### config.mk
export PLATFORM = sky130hd
export DESIGN_NAME = program_loader_flat
export DESIGN_NICKNAME = d
export VERILOG_FILES = /design/src/rtl/program_loader_if.sv /design/src/rtl/program_loader.sv /design/src/flat_wrapper.sv
export SDC_FILE = /design/constraint.sdc
export NUM_CORES = 1
export LEC_CHECK = 0
export ABC_CLOCK_PERIOD_IN_PS = 16900
export CAP_MARGIN = 10
export CORE_ASPECT_RATIO = 0.5
export CORE_MARGIN = 5
export CORE_UTILIZATION = 45
export DETAILED_ROUTE_END_ITERATION = 7
export PLACE_DENSITY_LB_ADDON = 0.25
export SYNTH_ARGS = -nofsm -noshare
export SYNTH_HDL_FRONTEND = slang
export SYNTH_SLANG_ARGS = --single-unit
### constraint.sdc
create_clock -name clk -period 16.9 [get_ports clk]
set_input_delay 4.225 -clock clk [delete_from_list [all_inputs] [get_ports clk]]
set_output_delay 4.225 -clock clk [all_outputs]
set_load 0.1 [all_outputs]
### src/rtl/program_loader_if.sv
// Byte-stream in / program-memory write out bundle for the program loader.
// Latency: none (wires only).
// Backpressure: byte_valid/byte_ready handshake; the memory side has no stall.
//
// Signals:
//   start, base_addr, word_count    : load command (start is a 1-cycle pulse)
//   byte_valid, byte_data, byte_ready : little-endian byte stream
//   mem_we, mem_addr, mem_wdata       : one-cycle program-memory write
//   busy, done, checksum              : load status
// slave  = loader side, master = command/stream source and memory sink.
interface program_loader_if #(
  parameter int INSTR_ADDR_WIDTH = 20,
  parameter int STEP             = 4
);
  logic                          start;
  logic [INSTR_ADDR_WIDTH-1:0]   base_addr;
  logic [INSTR_ADDR_WIDTH:0]     word_count;
  logic                          byte_valid;
  logic [7:0]                    byte_data;
  logic                          byte_ready;
  logic                          mem_we;
  logic [INSTR_ADDR_WIDTH-1:0]   mem_addr;
  logic [STEP*8-1:0]             mem_wdata;
  logic                          busy;
  logic                          done;
  logic [7:0]                    checksum;

  modport slave (
    input  start, base_addr, word_count, byte_valid, byte_data,
    output byte_ready, mem_we, mem_addr, mem_wdata, busy, done, checksum
  );

  modport master (
    output start, base_addr, word_count, byte_valid, byte_data,
    input  byte_ready, mem_we, mem_addr, mem_wdata, busy, done, checksum
  );
endinterface

### src/rtl/program_loader.sv
// Packs a little-endian byte stream into STEP-byte words and writes them to
// consecutive program-memory addresses from base_addr.
// Latency: last byte of a word accepted in cycle N -> mem_we in cycle N+1;
// STEP+1 cycles per word sustained.
// Backpressure: byte_ready is high only while collecting bytes (RECV).
//
// Ports:
//   clk  : rising-edge clock
//   rst  : asynchronous active-high reset
//   bus  : program_loader_if.slave (command, byte stream, memory write, status)
module program_loader #(
  parameter int INSTR_ADDR_WIDTH = 20,
  parameter int STEP             = 4
) (
  input  logic             clk,
  input  logic             rst,
  program_loader_if.slave  bus
);
  localparam int W    = INSTR_ADDR_WIDTH;
  localparam int IDXW = (STEP > 1) ? $clog2(STEP) : 1;

  typedef enum logic [1:0] {
    S_IDLE,
    S_RECV,
    S_WRITE,
    S_DONE
  } state_t;

  state_t            state_q, state_d;
  logic [W-1:0]      base_q, base_d;
  logic [W:0]        count_q, count_d;
  logic [W:0]        written_q, written_d;
  logic [IDXW-1:0]   idx_q, idx_d;
  logic [STEP*8-1:0] word_q, word_d;
  logic [W-1:0]      addr_q, addr_d;
  logic [STEP*8-1:0] wdata_q, wdata_d;
  logic [7:0]        checksum_q, checksum_d;

  logic              accept;
  logic              last_byte;
  logic [STEP*8-1:0] word_next;
  logic [W:0]        written_inc;

  assign accept      = (state_q == S_RECV) && bus.byte_valid;
  assign last_byte   = (idx_q == IDXW'(STEP - 1));
  assign written_inc = written_q + (W+1)'(1);

  // Current word with the incoming byte dropped into lane idx_q.
  always_comb begin
    word_next = word_q;
    for (int k = 0; k < STEP; k++) begin
      if (idx_q == IDXW'(k)) begin
        word_next[k*8 +: 8] = bus.byte_data;
      end
    end
  end

  always_comb begin
    state_d    = state_q;
    base_d     = base_q;
    count_d    = count_q;
    written_d  = written_q;
    idx_d      = idx_q;
    word_d     = word_q;
    addr_d     = addr_q;
    wdata_d    = wdata_q;
    checksum_d = checksum_q;

    case (state_q)
      S_IDLE: begin
        if (bus.start) begin
          base_d     = bus.base_addr;
          count_d    = bus.word_count;
          written_d  = '0;
          idx_d      = '0;
          checksum_d = '0;
          state_d    = (bus.word_count == '0) ? S_DONE : S_RECV;
        end
      end
      S_RECV: begin
        if (accept) begin
          word_d     = word_next;
          checksum_d = checksum_q + bus.byte_data;
          if (last_byte) begin
            idx_d = '0;
            // Address and data are registered here so they are valid during
            // WRITE and then hold until the next write.
            addr_d  = base_q + written_q[W-1:0];
            wdata_d = word_next;
            state_d = S_WRITE;
          end else begin
            idx_d = idx_q + IDXW'(1);
          end
        end
      end
      S_WRITE: begin
        written_d = written_inc;
        state_d   = (written_inc == count_q) ? S_DONE : S_RECV;
      end
      S_DONE: begin
        state_d = S_IDLE;
      end
      default: begin
        state_d = S_IDLE;
      end
    endcase
  end

  always_ff @(posedge clk or posedge rst) begin
    if (rst) begin
      state_q    <= S_IDLE;
      base_q     <= '0;
      count_q    <= '0;
      written_q  <= '0;
      idx_q      <= '0;
      word_q     <= '0;
      addr_q     <= '0;
      wdata_q    <= '0;
      checksum_q <= '0;
    end else begin
      state_q    <= state_d;
      base_q     <= base_d;
      count_q    <= count_d;
      written_q  <= written_d;
      idx_q      <= idx_d;
      word_q     <= word_d;
      addr_q     <= addr_d;
      wdata_q    <= wdata_d;
      checksum_q <= checksum_d;
    end
  end

  assign bus.byte_ready = (state_q == S_RECV);
  assign bus.mem_we     = (state_q == S_WRITE);
  assign bus.busy       = (state_q == S_RECV) || (state_q == S_WRITE);
  assign bus.done       = (state_q == S_DONE);
  assign bus.mem_addr   = addr_q;
  assign bus.mem_wdata  = wdata_q;
  assign bus.checksum   = checksum_q;
endmodule

### src/flat_wrapper.sv
// flat-port wrapper written by rule: the top's interface ports become plain ports
module program_loader_flat 
#(
  parameter int INSTR_ADDR_WIDTH = 20,
  parameter int STEP             = 4
)
  (clk, rst, bus_start, bus_base_addr, bus_word_count, bus_byte_valid, bus_byte_data, bus_byte_ready, bus_mem_we, bus_mem_addr, bus_mem_wdata, bus_busy, bus_done, bus_checksum);
  program_loader_if #(.INSTR_ADDR_WIDTH(INSTR_ADDR_WIDTH), .STEP(STEP)) bus_i ();
  input  logic clk;
  input  logic rst;
  input wire logic [$bits(bus_i.start)-1:0] bus_start;
  input wire logic [$bits(bus_i.base_addr)-1:0] bus_base_addr;
  input wire logic [$bits(bus_i.word_count)-1:0] bus_word_count;
  input wire logic [$bits(bus_i.byte_valid)-1:0] bus_byte_valid;
  input wire logic [$bits(bus_i.byte_data)-1:0] bus_byte_data;
  output wire logic [$bits(bus_i.byte_ready)-1:0] bus_byte_ready;
  output wire logic [$bits(bus_i.mem_we)-1:0] bus_mem_we;
  output wire logic [$bits(bus_i.mem_addr)-1:0] bus_mem_addr;
  output wire logic [$bits(bus_i.mem_wdata)-1:0] bus_mem_wdata;
  output wire logic [$bits(bus_i.busy)-1:0] bus_busy;
  output wire logic [$bits(bus_i.done)-1:0] bus_done;
  output wire logic [$bits(bus_i.checksum)-1:0] bus_checksum;
  assign bus_i.start = bus_start;
  assign bus_i.base_addr = bus_base_addr;
  assign bus_i.word_count = bus_word_count;
  assign bus_i.byte_valid = bus_byte_valid;
  assign bus_i.byte_data = bus_byte_data;
  assign bus_byte_ready = bus_i.byte_ready;
  assign bus_mem_we = bus_i.mem_we;
  assign bus_mem_addr = bus_i.mem_addr;
  assign bus_mem_wdata = bus_i.mem_wdata;
  assign bus_busy = bus_i.busy;
  assign bus_done = bus_i.done;
  assign bus_checksum = bus_i.checksum;
  program_loader #(.INSTR_ADDR_WIDTH(INSTR_ADDR_WIDTH), .STEP(STEP)) u_core (.clk(clk), .rst(rst), .bus(bus_i));
endmodule
==> flow_summary_export.csv <==
group,metric,value,unit
routing,via_per_inst,5.72,
clock_tree,postCtsHoldBufs,0,
die,start_util,46.3,%
timing,finalCriticalPeriod,6740,ps
yosys,postSynthCellCount,784,
place,place.gp.congestion,0.874,
clock_tree,cts_sinks,150,
power,ir_drop,84.8,µV
clock_tree,cts_max_level,4,
yosys,syn-cell-area,0.00813,mm²
setup_path,worstSetupStartpointType,"flop",
timing,rsz0062_at_grt,"no",
routing,drtIter0Drc,368,
timing,hold_viol,0,
job,max-cap-violations,0,
clock_tree,cts_tree,"built",
timing,fin_crit_sh,39.9,%
die,die_y,105,µm
die,core-area,0.0176,mm²
die,row_count,34,
setup_path,criticalPathCategory,"flop to primary output",
timing,worstMarginPinSlew,1150,ps
clock_tree,post_cts_buffers,0,
timing,layout_setup_ws,10160,ps
yosys,synth_seq_cells,150,
setup_path,cp-end-kind,"primary output",
yosys,synth.distinct_cells,65,
hold_path,min-delay-path-class,"flop to flop",
yosys,async_reset_ff_share,100,%
yosys,synth-seq-area-share,46.2,%
place,pre_cts_ws,10380,ps
timing,fin_skew,11.2,ps
clock_tree,clkTransAtPathRegs,70,ps
clock_tree,cts_root_buf,"clkbuf_16",
final_layout,layout_commonest_cell,"dfrtp_1",
timing,drv_slew,0,
final_layout,fill_cells,1500,
setup_path,crit_fanout,9,
place,portBuffers,116,
global_routing,grt_max_degree,90,
power,p_leak,4.37,nW
routing,drcViolationCount,0,
global_routing,antenna_found_initial,0,
routing,vias,6442,
power,power_density,212,mW/mm²
timing,setup_tns,0,ps
setup_path,cp.required,12680,ps
routing,wl_per_cell,18.1,µm
die,ios,117,
final_layout,num_antenna_cells,0,
final_layout,final_cell_mix,"dfrtp_1 (150), clkdlybuf4s50_1 (116), nand2_1 (86)",
clock_tree,cts_buffer_depth,2,
clock_tree,cts-buffers-inserted,17,
yosys,synth_flop_cell,"dfrtp_1",
yosys,synth_area_per_cell,10.4,µm²
yosys,yosysWarnings,0,
final_layout,nets,971,
timing,fmax,0.148,GHz
global_routing,grt_pass1_wl,33200,µm
global_routing,grt-ovfl-total,0,
timing,slew_headroom,23.2,%
die,die_w,200,µm
final_layout,drive_gt1_share,13.2,%
yosys,synth_nets,874,
global_routing,track_usage,19.4,%
clock_tree,cts_resized,0,
clock_tree,clkLatencyLatePin,420,ps
timing,setup_violations,0,
routing,totalWireLength,20300,µm
global_routing,first_global_vias,6248,
setup_path,crit_arrival,2510,ps
place,post-dp-hpwl,14700,µm
routing,drtAntennaViolNets,0,
die,dieArea,0.0210,mm²
final_layout,syn_to_final_growth,23.6,%
yosys,synth_edf_count,0,
status,status,"finished, final reports clean",
routing,drt_first_pass_iters,5,
[power by group]
part	switching, mW	internal (mW)	total, mW
clock network	0.155	0.219	0.374
registers	0.109	0.506	0.615
logic	0.791	0.350	1.14
total	1.06	1.08	2.13
[registers in the layout, summed over array words and instances, names as in the netlist]
signal and count:
u_core.bus.mem_wdata 32, u_core.word_q 24, u_core.count_q 21, u_core.written_q 21
u_core.base_q 20, u_core.bus.mem_addr 20, u_core.bus.checksum 8, u_core.idx_q 2
u_core.state_q 2
[layout make-up]
| type | instances | area [µm²] | share of cell area [%] |
|---|---|---|---|
| clock buffer | 18 | 429 | 4.27 |
| clock inverter | 13 | 146 | 1.46 |
| inverter | 12 | 50.0 | 0.498 |
| multi-input combinational | 580 | 4170 | 41.5 |
| sequential | 150 | 3750 | 37.4 |
| tap | 234 | 293 | 2.91 |
| timing repair buffer | 120 | 1210 | 12.1 |
[worst paths after layout]
kind,endpoint,depth (start not counted),slack (ps),startpoint
setup / recovery,bus_mem_we,3,10160,u_core.state_q[0]
hold / removal,u_core.bus.mem_wdata[27],2,470,u_core.bus.mem_wdata[27]
setup reg to reg,u_core.state_q[1],8,13620,u_core.written_q[0]
hold reg to reg,u_core.bus.mem_wdata[27],2,470,u_core.bus.mem_wdata[27]
max in group asynchronous,u_core.bus.mem_wdata[27],4,11560,rst
min in group asynchronous,u_core.base_q[0],2,4240,rst
[Yosys cell counts (all sizes together) (5+ instances only)]
library cell	count	area, µm²
a21o	9	67.6
a21oi	57	289
a31oi	8	50.1
and2	5	31.3
and3	8	50.1
and4	7	61.3
buf	16	75.1
clkbuf	26	97.6
dfrtp	150	3750
ha	35	438
inv	12	45.0
mux2	65	732
mux2i	25	250
nand2	87	329
nand3	21	105
nand4	8	71.3
nor2	42	160
nor2b	5	31.3
nor3	9	50.1
nor4	10	98.8
o21ai	55	275
o31ai	12	90.1
or3	7	43.8
xnor2	31	272
xor2	18	158
[worst max-delay path, stage by stage (launching register included)]
cell and delay, ps:
dfrtp_1 400, inv_1 110, ha_1 370, clkdlybuf4s50_1 1200
[cell families (layout without fill, tap and decap cells)]
| group | after synthesis | count (layout) | share of synthesized area, % |
|---|---|---|---|
| mux | 90 | 90 | 12.1 |
| flops | 150 | 150 | 46.2 |
| simple gates | 221 | 221 | 13.8 |
| xor+xnor | 49 | 49 | 5.28 |
| compound gates | 183 | 183 | 14.1 |
| buf+inv | 54 | 163 | 2.68 |
| fa+ha+maj | 37 | 37 | 5.88 |
[per-stage QoR]
step           instance area [µm²]  std cells  hold WS, ps  total power, mW  utilization [%]
6_report                     10000       1127          473             2.13             57.2
5_1_grt                      10000       1127          512             2.24             57.2
4_1_cts                      10000       1126          479             2.14             57.0
3_5_place_dp                  9450       1095          467             1.76             53.8
3_3_place_gp                  9450       1095          460             1.74             53.8
2_1_floorplan                 8130        784          479             1.48                -
[routing by layer]
metal | vias up | wire [µm] | GRT usage [%] | part of all wire (%)
met4 | 0 | 286 | 5.20 | 1.4
met1 | 3212 | 9500 | 26.7 | 47
met3 | 21 | 1020 | 4.55 | 5.0
li1 | 3038 | - | - | -
met5 | - | 0 | 0 | 0
met2 | 171 | 9540 | 31.1 | 47
Note: power is estimated with default switching activity, not from simulation.
